--- src/rtl/chia_xung_pkg.sv ---
// Shared constants for the programmable multi-channel clock divider.
// Holds parameter limits, the minimum legal period and the select-width helper.
package chia_xung_pkg;

  localparam int MIN_DIV = 2;
  localparam int CH_MIN  = 1;
  localparam int CH_MAX  = 8;
  localparam int W_MIN   = 2;
  localparam int W_MAX   = 32;

  // A single channel still needs a one-bit select port.
  function automatic int ch_sel_width(input int n);
    return (n > 1) ? $clog2(n) : 1;
  endfunction

endpackage

--- src/rtl/chia_xung_ch.sv ---
// One divider channel: active/pending period and high-time, counter, registered q/tick.
// Pending values are promoted only at a period boundary or while the channel is idle.
module chia_xung_ch #(
  parameter int W        = 16,
  parameter int DEF_DIV  = 2,
  parameter int DEF_HIGH = 1
) (
  input  logic         clk,
  input  logic         reset,
  input  logic         en,
  input  logic         wr_en,
  input  logic [W-1:0] wr_div,
  input  logic [W-1:0] wr_high,
  output logic         pend_vld,
  output logic         q,
  output logic         tick
);

  logic [W-1:0] div_q, div_d;
  logic [W-1:0] high_q, high_d;
  logic [W-1:0] pend_div_q, pend_div_d;
  logic [W-1:0] pend_high_q, pend_high_d;
  logic         pend_vld_q, pend_vld_d;
  logic [W-1:0] cnt_q, cnt_d;
  logic         run_q, run_d;
  logic         q_q, q_d;
  logic         tick_q, tick_d;
  logic         wrap;
  logic         apply;

  // run_q marks that cnt_q holds a live count; the first enabled cycle always starts at cnt=0.
  always_comb begin
    div_d       = div_q;
    high_d      = high_q;
    pend_div_d  = pend_div_q;
    pend_high_d = pend_high_q;
    pend_vld_d  = pend_vld_q;
    run_d       = en;
    cnt_d       = '0;
    wrap        = run_q && (cnt_q == div_q - W'(1));
    apply       = pend_vld_q && (!en || !run_q || wrap);

    if (en && run_q && !wrap) begin
      cnt_d = cnt_q + W'(1);
    end

    if (apply) begin
      div_d      = pend_div_q;
      high_d     = pend_high_q;
      pend_vld_d = 1'b0;
    end else if (wr_en) begin
      pend_div_d  = wr_div;
      pend_high_d = wr_high;
      pend_vld_d  = 1'b1;
    end

    q_d    = en && (cnt_d < high_d);
    tick_d = en && (cnt_d == div_d - W'(1));
  end

  always_ff @(posedge clk or negedge reset) begin
    if (!reset) begin
      div_q       <= W'(DEF_DIV);
      high_q      <= W'(DEF_HIGH);
      pend_div_q  <= W'(DEF_DIV);
      pend_high_q <= W'(DEF_HIGH);
      pend_vld_q  <= 1'b0;
      cnt_q       <= '0;
      run_q       <= 1'b0;
      q_q         <= 1'b0;
      tick_q      <= 1'b0;
    end else begin
      div_q       <= div_d;
      high_q      <= high_d;
      pend_div_q  <= pend_div_d;
      pend_high_q <= pend_high_d;
      pend_vld_q  <= pend_vld_d;
      cnt_q       <= cnt_d;
      run_q       <= run_d;
      q_q         <= q_d;
      tick_q      <= tick_d;
    end
  end

  assign pend_vld = pend_vld_q;
  assign q        = q_q;
  assign tick     = tick_q;

endmodule

--- src/rtl/chia_xung_prog.sv ---
// Programmable multi-channel clock divider: configuration decode, legality check,
// ready mux and error pulse around CH independent divider channels.
module chia_xung_prog
  import chia_xung_pkg::*;
#(
  parameter int CH       = 2,
  parameter int W        = 16,
  parameter int DEF_DIV  = 2,
  parameter int DEF_HIGH = 1
) (
  input  logic                          clk,
  input  logic                          reset,
  input  logic [CH-1:0]                 en,
  input  logic                          cfg_we,
  input  logic [ch_sel_width(CH)-1:0]   cfg_ch,
  input  logic [W-1:0]                  cfg_div,
  input  logic [W-1:0]                  cfg_high,
  output logic                          cfg_ready,
  output logic                          cfg_err,
  output logic [CH-1:0]                 q,
  output logic [CH-1:0]                 tick
);

  localparam int CHW = ch_sel_width(CH);

  if (CH < CH_MIN || CH > CH_MAX || W < W_MIN || W > W_MAX) begin : g_bad_param
    $error("chia_xung_prog: CH or W outside supported range");
  end

  logic [CH-1:0] pend_vld;
  logic [CH-1:0] wr_en;
  logic          ch_ok;
  logic          cfg_legal;
  logic          cfg_err_d, cfg_err_q;

  // Out-of-range channel numbers are both not-ready and illegal; illegality wins over ready.
  always_comb begin
    ch_ok     = 1'b0;
    cfg_ready = 1'b0;
    wr_en     = '0;
    for (int i = 0; i < CH; i++) begin
      if (cfg_ch == CHW'(i)) begin
        ch_ok     = 1'b1;
        cfg_ready = !pend_vld[i];
      end
    end
    cfg_legal = ch_ok && (cfg_div >= W'(MIN_DIV)) &&
                (cfg_high != '0) && (cfg_high < cfg_div);
    for (int i = 0; i < CH; i++) begin
      wr_en[i] = cfg_we && cfg_legal && cfg_ready && (cfg_ch == CHW'(i));
    end
    cfg_err_d = cfg_we && !cfg_legal;
  end

  always_ff @(posedge clk or negedge reset) begin
    if (!reset) begin
      cfg_err_q <= 1'b0;
    end else begin
      cfg_err_q <= cfg_err_d;
    end
  end

  assign cfg_err = cfg_err_q;

  for (genvar g = 0; g < CH; g++) begin : g_ch
    chia_xung_ch #(
      .W        (W),
      .DEF_DIV  (DEF_DIV),
      .DEF_HIGH (DEF_HIGH)
    ) u_ch (
      .clk      (clk),
      .reset    (reset),
      .en       (en[g]),
      .wr_en    (wr_en[g]),
      .wr_div   (cfg_div),
      .wr_high  (cfg_high),
      .pend_vld (pend_vld[g]),
      .q        (q[g]),
      .tick     (tick[g])
    );
  end

endmodule

--- config.mk ---
export PLATFORM = sky130hd
export DESIGN_NAME = chia_xung_prog
export DESIGN_NICKNAME = d
export VERILOG_FILES = /design/src/rtl/chia_xung_pkg.sv /design/src/rtl/chia_xung_ch.sv /design/src/rtl/chia_xung_prog.sv
export SDC_FILE = /design/constraint.sdc
export NUM_CORES = 1
export LEC_CHECK = 0
export ABC_AREA = 1
export BUFFER_PORTS_ARGS = -buffer_cell sky130_fd_sc_hd__buf_4
export CAP_MARGIN = 20
export CORE_MARGIN = 1.5
export CORE_UTILIZATION = 40
export DETAILED_ROUTE_END_ITERATION = 10
export PLACE_DENSITY_LB_ADDON = 0.1
export SLEW_MARGIN = 15
export SYNTH_ARGS = -nofsm -noshare
export SYNTH_HDL_FRONTEND = slang
export SYNTH_HIERARCHICAL = 1
export SYNTH_SLANG_ARGS = --single-unit
--- constraint.sdc ---
create_clock -name clk -period 8.9 [get_ports clk]
set_input_delay 1.335 -clock clk [delete_from_list [all_inputs] [get_ports clk]]
set_output_delay 1.335 -clock clk [all_outputs]
set_load 0.03 [all_outputs]
Word-level counts from Yosys, hierarchy flattened
Index checks and enable logic that the tools add are counted.

storage, ports and cells
  bits in registers = 169
  input port bits = 38
  word-level logic and storage cells = 84

operators by class
  $add $sub $neg = 6
  order comparisons = 4
  equality and inequality tests = 4
  muxes and demuxes = 11
  bitwise operators = 3
  reductions and logical operators = 37

operator list
  operator               count
  $mux 16                6
  $eq 16x16->1           4
  $sub 16x1->16 const B  4
  $lt 16x16->1           3
  $add 16x1->16 const B  2
  $logic_and 1x1->1      19
  $ge 16x2->1 const B    1
  $reduce_bool 16->1     1
  $logic_not 1->1        9
  $mux 1                 5
  $logic_or 1x1->1       4
  $reduce_and 2->1       2
  $reduce_bool 2->1      2
  $not 1->1              3

Logic depth before layout (Yosys ltp)
  depth in word-level cells = 9
  gate-level depth with buffers = 26
  depth with buffers taken out = 26

Hierarchy
The synthesis kept the hierarchy.

by module, submodules not included
  module          times used  cells each  area each (µm²)  sequential area each (µm²)
  chia_xung_ch    2           688         5,376.4          2,107.0
  chia_xung_prog  1           109         604.3            25.0

Worst setup path before layout
OpenSTA, ideal clock, no wires.

  path kind = register to register
  from = register g_ch[0].u_ch.div_q[1]
  to = register g_ch[0].u_ch.q_q
  setup time = 0.077 ns
  data arrival time = 3.186 ns
  data required time = 8.823 ns
  slack = 5.636 ns
  cell stages (with the launch flop) = 22
  buffers on the path = 2
  period minus slack after synthesis = 3.264 ns
  cells stage by stage = dfstp_2 -> inv_1 -> ha_1 -> xor2_1 -> nand2_1 -> nor2_1 -> nand3_1 -> nor2_1 -> nand3_1 -> o21bai_4 -> nand2_4 -> buf_2 -> clkbuf_1 -> or2_2 -> o21ai_0 -> ha_1 -> nand2_1 -> nor2_1 -> a211oi_1 -> o21a_1 -> o21ai_0 -> a21oi_1

between the ends
  cells in the longest elaborated chain, start to end = 8
  elaborated cells between the ends (all ways) = 11

ends and longest elaborated chain
  what                                                        line                                    source
  start, declared                                             chia_xung_ch.sv:19                      logic [W-1:0] div_q, div_d;
  start signal, assigned                                      chia_xung_ch.sv:63                      div_q <= W'(DEF_DIV);
  start signal, assigned                                      chia_xung_ch.sv:73                      div_q <= div_d;
  $sub 16x1->16 *                                             chia_xung_ch.sv:40                      wrap = run_q && (cnt_q == div_q - W'(1));
  $eq 16x16->1 *                                              chia_xung_ch.sv:40
  $logic_and 1x1->1 *                                         chia_xung_ch.sv:40
  $logic_not 1->1 / $logic_or 1x1->1 (equally long branches)  chia_xung_ch.sv:43, chia_xung_ch.sv:41
  $logic_and 1x1->1, on equally long branches                 chia_xung_ch.sv:43, chia_xung_ch.sv:41
  $mux 16, on equally long branches                           chia_xung_ch.sv:43, chia_xung_ch.sv:47
  $lt 16x16->1 *                                              chia_xung_ch.sv:57                      q_d = en && (cnt_d < high_d);
  $logic_and 1x1->1 *                                         chia_xung_ch.sv:57
  named net g_ch[0].u_ch.q_d                                  chia_xung_ch.sv:26                      logic q_q, q_d;
  end signal, assigned                                        chia_xung_ch.sv:80                      q_q <= q_d;
  end, declared                                               chia_xung_ch.sv:26

The timed path passes the listed nets; every way through them passes the cells marked *.
A chain may end at the register's enable or synchronous reset.

Final worst setup path
  from = register g_ch[0].u_ch.div_q[0]
  to = register g_ch[0].u_ch.q_q

Same word-level chain as after synthesis.

==> results.md <==
- Status: completed
- Commonest cells after routing, fill and taps aside: nand2_1, inv_1, dfrtp_1
- Clock skew: 19.8 ps
- Mapped Avg Cell Area: about 7.6 um^2
- WP buf/inv: 3
- Flop-to-flop setup slack: about 4800 ps
- Post-Syn Instances: around 1500
- Setup violators final: 0
- Worst-path cell chain: inv_2 -> ha_1 -> nand3_4 -> nor2_4 -> nand2_1 -> nand3_1 -> nand2_1 -> nor2_1 -> nand3_1 -> o21bai_4 -> buf_4 -> nand2_4 -> inv_2 -> o21ai_0 -> ha_1 -> a21oi_1 -> nor2_1 -> a211oi_1 -> o21a_1 -> o21ai_0 -> a21oi_1
- Largest net degree at the start of global routing: between 70 and 80
- Final period utilization: a little under half
- Mapped Nets: 1574
- Total Routed Length: ~30 mm
- Global-route wire length before repair: between 40 and 50 mm
- Max_cap viols: 0
- R2R cell count: 21
- Final Hold Viols: 0
- Area occupied by registers: between 4000 and 5000 um^2
- Filler cell count: roughly 2800
- Port bufs: 43
- I/O Pins: between 40 and 50
- CTS buffer count: 17
- Hold-fix buffers, CTS: 0
- Total power density per cell area: approximately 250 nW/um^2
- Critical path peak fanout: 43
- Crit path from: g_ch[0].u_ch/div_q[0]$_DFF_PN0_
- GP Congestion: between 0.9 and 1
- Placed cells: approximately 1900
- Startpoint types: flip-flop
- Antenna diodes: 0
- CP max-delay cell: buf_4
- RSZ-0062 raised after global routing: false
- DRC: 0
- Final HPWL DP: 24.0 mm
- HP Start: g_ch[0].u_ch/high_q[0]$_DFF_PN1_
- Avg Vias per Cell: 4.91
- Worst Setup EP: g_ch[0].u_ch/q$_DFF_PN0_
- Reg power frac: a little over a third
- Via Count: around 9400
- Largest area contributor in the netlist: dfrtp_1
- DRT iter0 DRCs: between 500 and 600
- RR Endpoint: g_ch[0].u_ch/q$_DFF_PN0_
- Final antenna-violating net count: 0
- Psw: 1.35 mW
- Total gr overflow: 0
- Reg2reg start: g_ch[0].u_ch/div_q[0]$_DFF_PN0_
- Avg WL per Cell: between 15 and 20 um
- Multi-input logic area: around 6200 um^2
- Asr flop ratio synth: 100%
- Slew headroom: 36.9%
- LEAKAGE: between 6 and 7 nW
- Non-filler cells, final: about 1900
- Largest cells by area after synthesis: dfrtp_1, nand2_1, ha_1
- Clock power frac: between 20% and 30%
- Worst vdd ir: 130 uV
- Family with the most delay on the worst path: simple AND/OR/NAND/NOR gates
- Top-area cell type share of the netlist area: 35.5%
- Drt pass-1 iters: 5
- Number of synthesized flops with an enable pin: 0
- Kind of end point of the critical path: flip-flop
- # resized after CTS: 0
- CTS Root Cell: clkbuf_16
- Core area: around 28000 um^2
- Post-layout nets: approximately 1600
- Yosys cell types: slightly above 40
- Data arrival time of the worst path: 4510 ps
- Gr usage total: about 22%
- Syn. warnings: 6
- Number of placement rows: 61
- Clk Latency, worst-skew pair: between 400 and 500 ps
- Min Tclk post-route: just over 4000 ps
- TritonCTS clock tree: done
- Initial Utilization: 40.8%
- Gate power share: about 40%
- # Post-CTS Setup Buffers: 0
- Synthesized area: 11400 um^2
- Main synth FF type: dfrtp_1
- Worst EP required: between 9000 and 10000 ps
- Flops & latches, synth: approximately 170
- Maximum clock frequency: about 0.24 GHz
- Slew Limit Fails: 0
- Layout cells sized above 1: 19.1%
- Die X: ~170 um
- Die footprint: around 29000 um^2
- Layout area overhead: 11.0%
- Levels on crit path: 21
- Max H-tree Level: 4
- Worst-Margin Slew: between 900 and 1000 ps
- Vias in the first global route: between 8000 and 9000
- Clock transition at the registers of the reported paths: ~80 ps
- Worst Hold Class: reg -> reg
- Sequential area share after synthesis: 37.3%
- Clk sinks: 169
- Die Y: ~170 um
- Slowest stage delay, CP: around 420 ps
- Initial antenna violation count: 0
- Setup TNS: 0 ps
- Max clock buf depth: 2
- WS Path Type: reg -> reg
- Most common cell after layout, fill and taps aside: nand2_1
- Internal power: 1.83 mW
- Switch share: a little over two fifths
## power by group through the flow
stage | sequential, mW | clock (mW) | combinational (mW)
2_1_floorplan | 1.12 | 0 | 1.00
3_3_place_gp | 1.18 | 0 | 1.26
3_5_place_dp | 1.18 | 0 | 1.27
4_1_cts | 1.16 | 0.770 | 1.28
5_1_grt | 1.19 | 0.802 | 1.46
6_report | 1.16 | 0.747 | 1.27
## through the flow
| stage | hold slack (ps) | power, mW | instance area, um^2 | setup slack (ps) | utilization, % |
|---|---|---|---|---|---|
| 2_1_floorplan | 449 | 2.12 | 11400 | 5640 | - |
| 3_3_place_gp | 461 | 2.44 | 12000 | 4770 | 43.1 |
| 3_5_place_dp | 467 | 2.45 | 12000 | 4730 | 43.1 |
| 4_1_cts | 478 | 3.21 | 12600 | 4700 | 45.3 |
| 5_1_grt | 512 | 3.45 | 12600 | 4250 | 45.3 |
| 6_report | 479 | 3.18 | 12600 | 4750 | 45.3 |
## registers in the layout (all words and copies together), names as in the netlist
signal                 cells
cfg_err                    1
g_ch.u_ch/cnt_q           32
g_ch.u_ch/div_q           32
g_ch.u_ch/high_q          32
g_ch.u_ch/pend_div_q      32
g_ch.u_ch/pend_high_q     32
g_ch.u_ch/pend_vld         2
g_ch.u_ch/q                2
g_ch.u_ch/run_q            2
g_ch.u_ch/tick             2
## area by class of cell
type,instances,area share [%]
clock buffers,18,3.40
clock inverters,14,1.37
inverters,187,5.57
flip-flops and latches,169,33.6
repair buffers,51,3.07
multi-input cells,1097,49.2
well taps,378,3.75
## how the worst min path moves through the flow
stage,endpoint,depth (start not counted),slack [ps]
global placement,g_ch[0].u_ch/high_q[0]$_DFF_PN1_,2,460
CTS,g_ch[0].u_ch/high_q[0]$_DFF_PN1_,2,480
global route,g_ch[0].u_ch/high_q[0]$_DFF_PN1_,2,510
finish,g_ch[0].u_ch/high_q[0]$_DFF_PN1_,2,480
detailed placement,g_ch[0].u_ch/high_q[0]$_DFF_PN1_,2,470
floorplan,g_ch[0].u_ch/high_q[0]$_DFF_PN1_,2,450
## metal layers
layer | global-route usage, % | vias to the layer above | wire, um
met5 | 0 | - | 0
met4 | 3.51 | 0 | 195
met3 | 3.11 | 12 | 1230
met2 | 33.3 | 163 | 13200
met1 | 33.5 | 4431 | 15700
li1 | - | 4787 | -
## worst min-delay path: stages, from the launching register on
cell,delay (ps)
dfstp_2,360
nand2_1,50
nand2_1,60
## synthesized netlist by cell type (8+ instances only)
master    number
o21ai_1       12
dfstp_2        8
nor2_4        13
inv_2         17
nor3_1         9
inv_1        168
xor2_1        28
nand2_2       34
nor2_1       151
mux2_2        56
buf_2         14
o21ai_0       55
buf_6          8
a21oi_1       36
dfrtp_1      161
or2_2         28
nor2_2        33
xnor2_1       12
nand2_1      388
nand4_1       11
nand3b_1      28
ha_1          51
nand3_1      112
## cell families (layout without fill, tap and decap cells)
family	count (synthesis)	after routing	share of synthesized area (%)
muxes	56	56	5.55
AOI/OAI and AO/OA	115	115	5.54
adders and majority gates	51	51	5.62
buffers and inverters	219	270	8.01
DFF	169	169	37.3
xor gates and xnor gates	40	40	3.08
and+or+nand+nor	835	835	34.9
(Power assumes the default switching activity.)
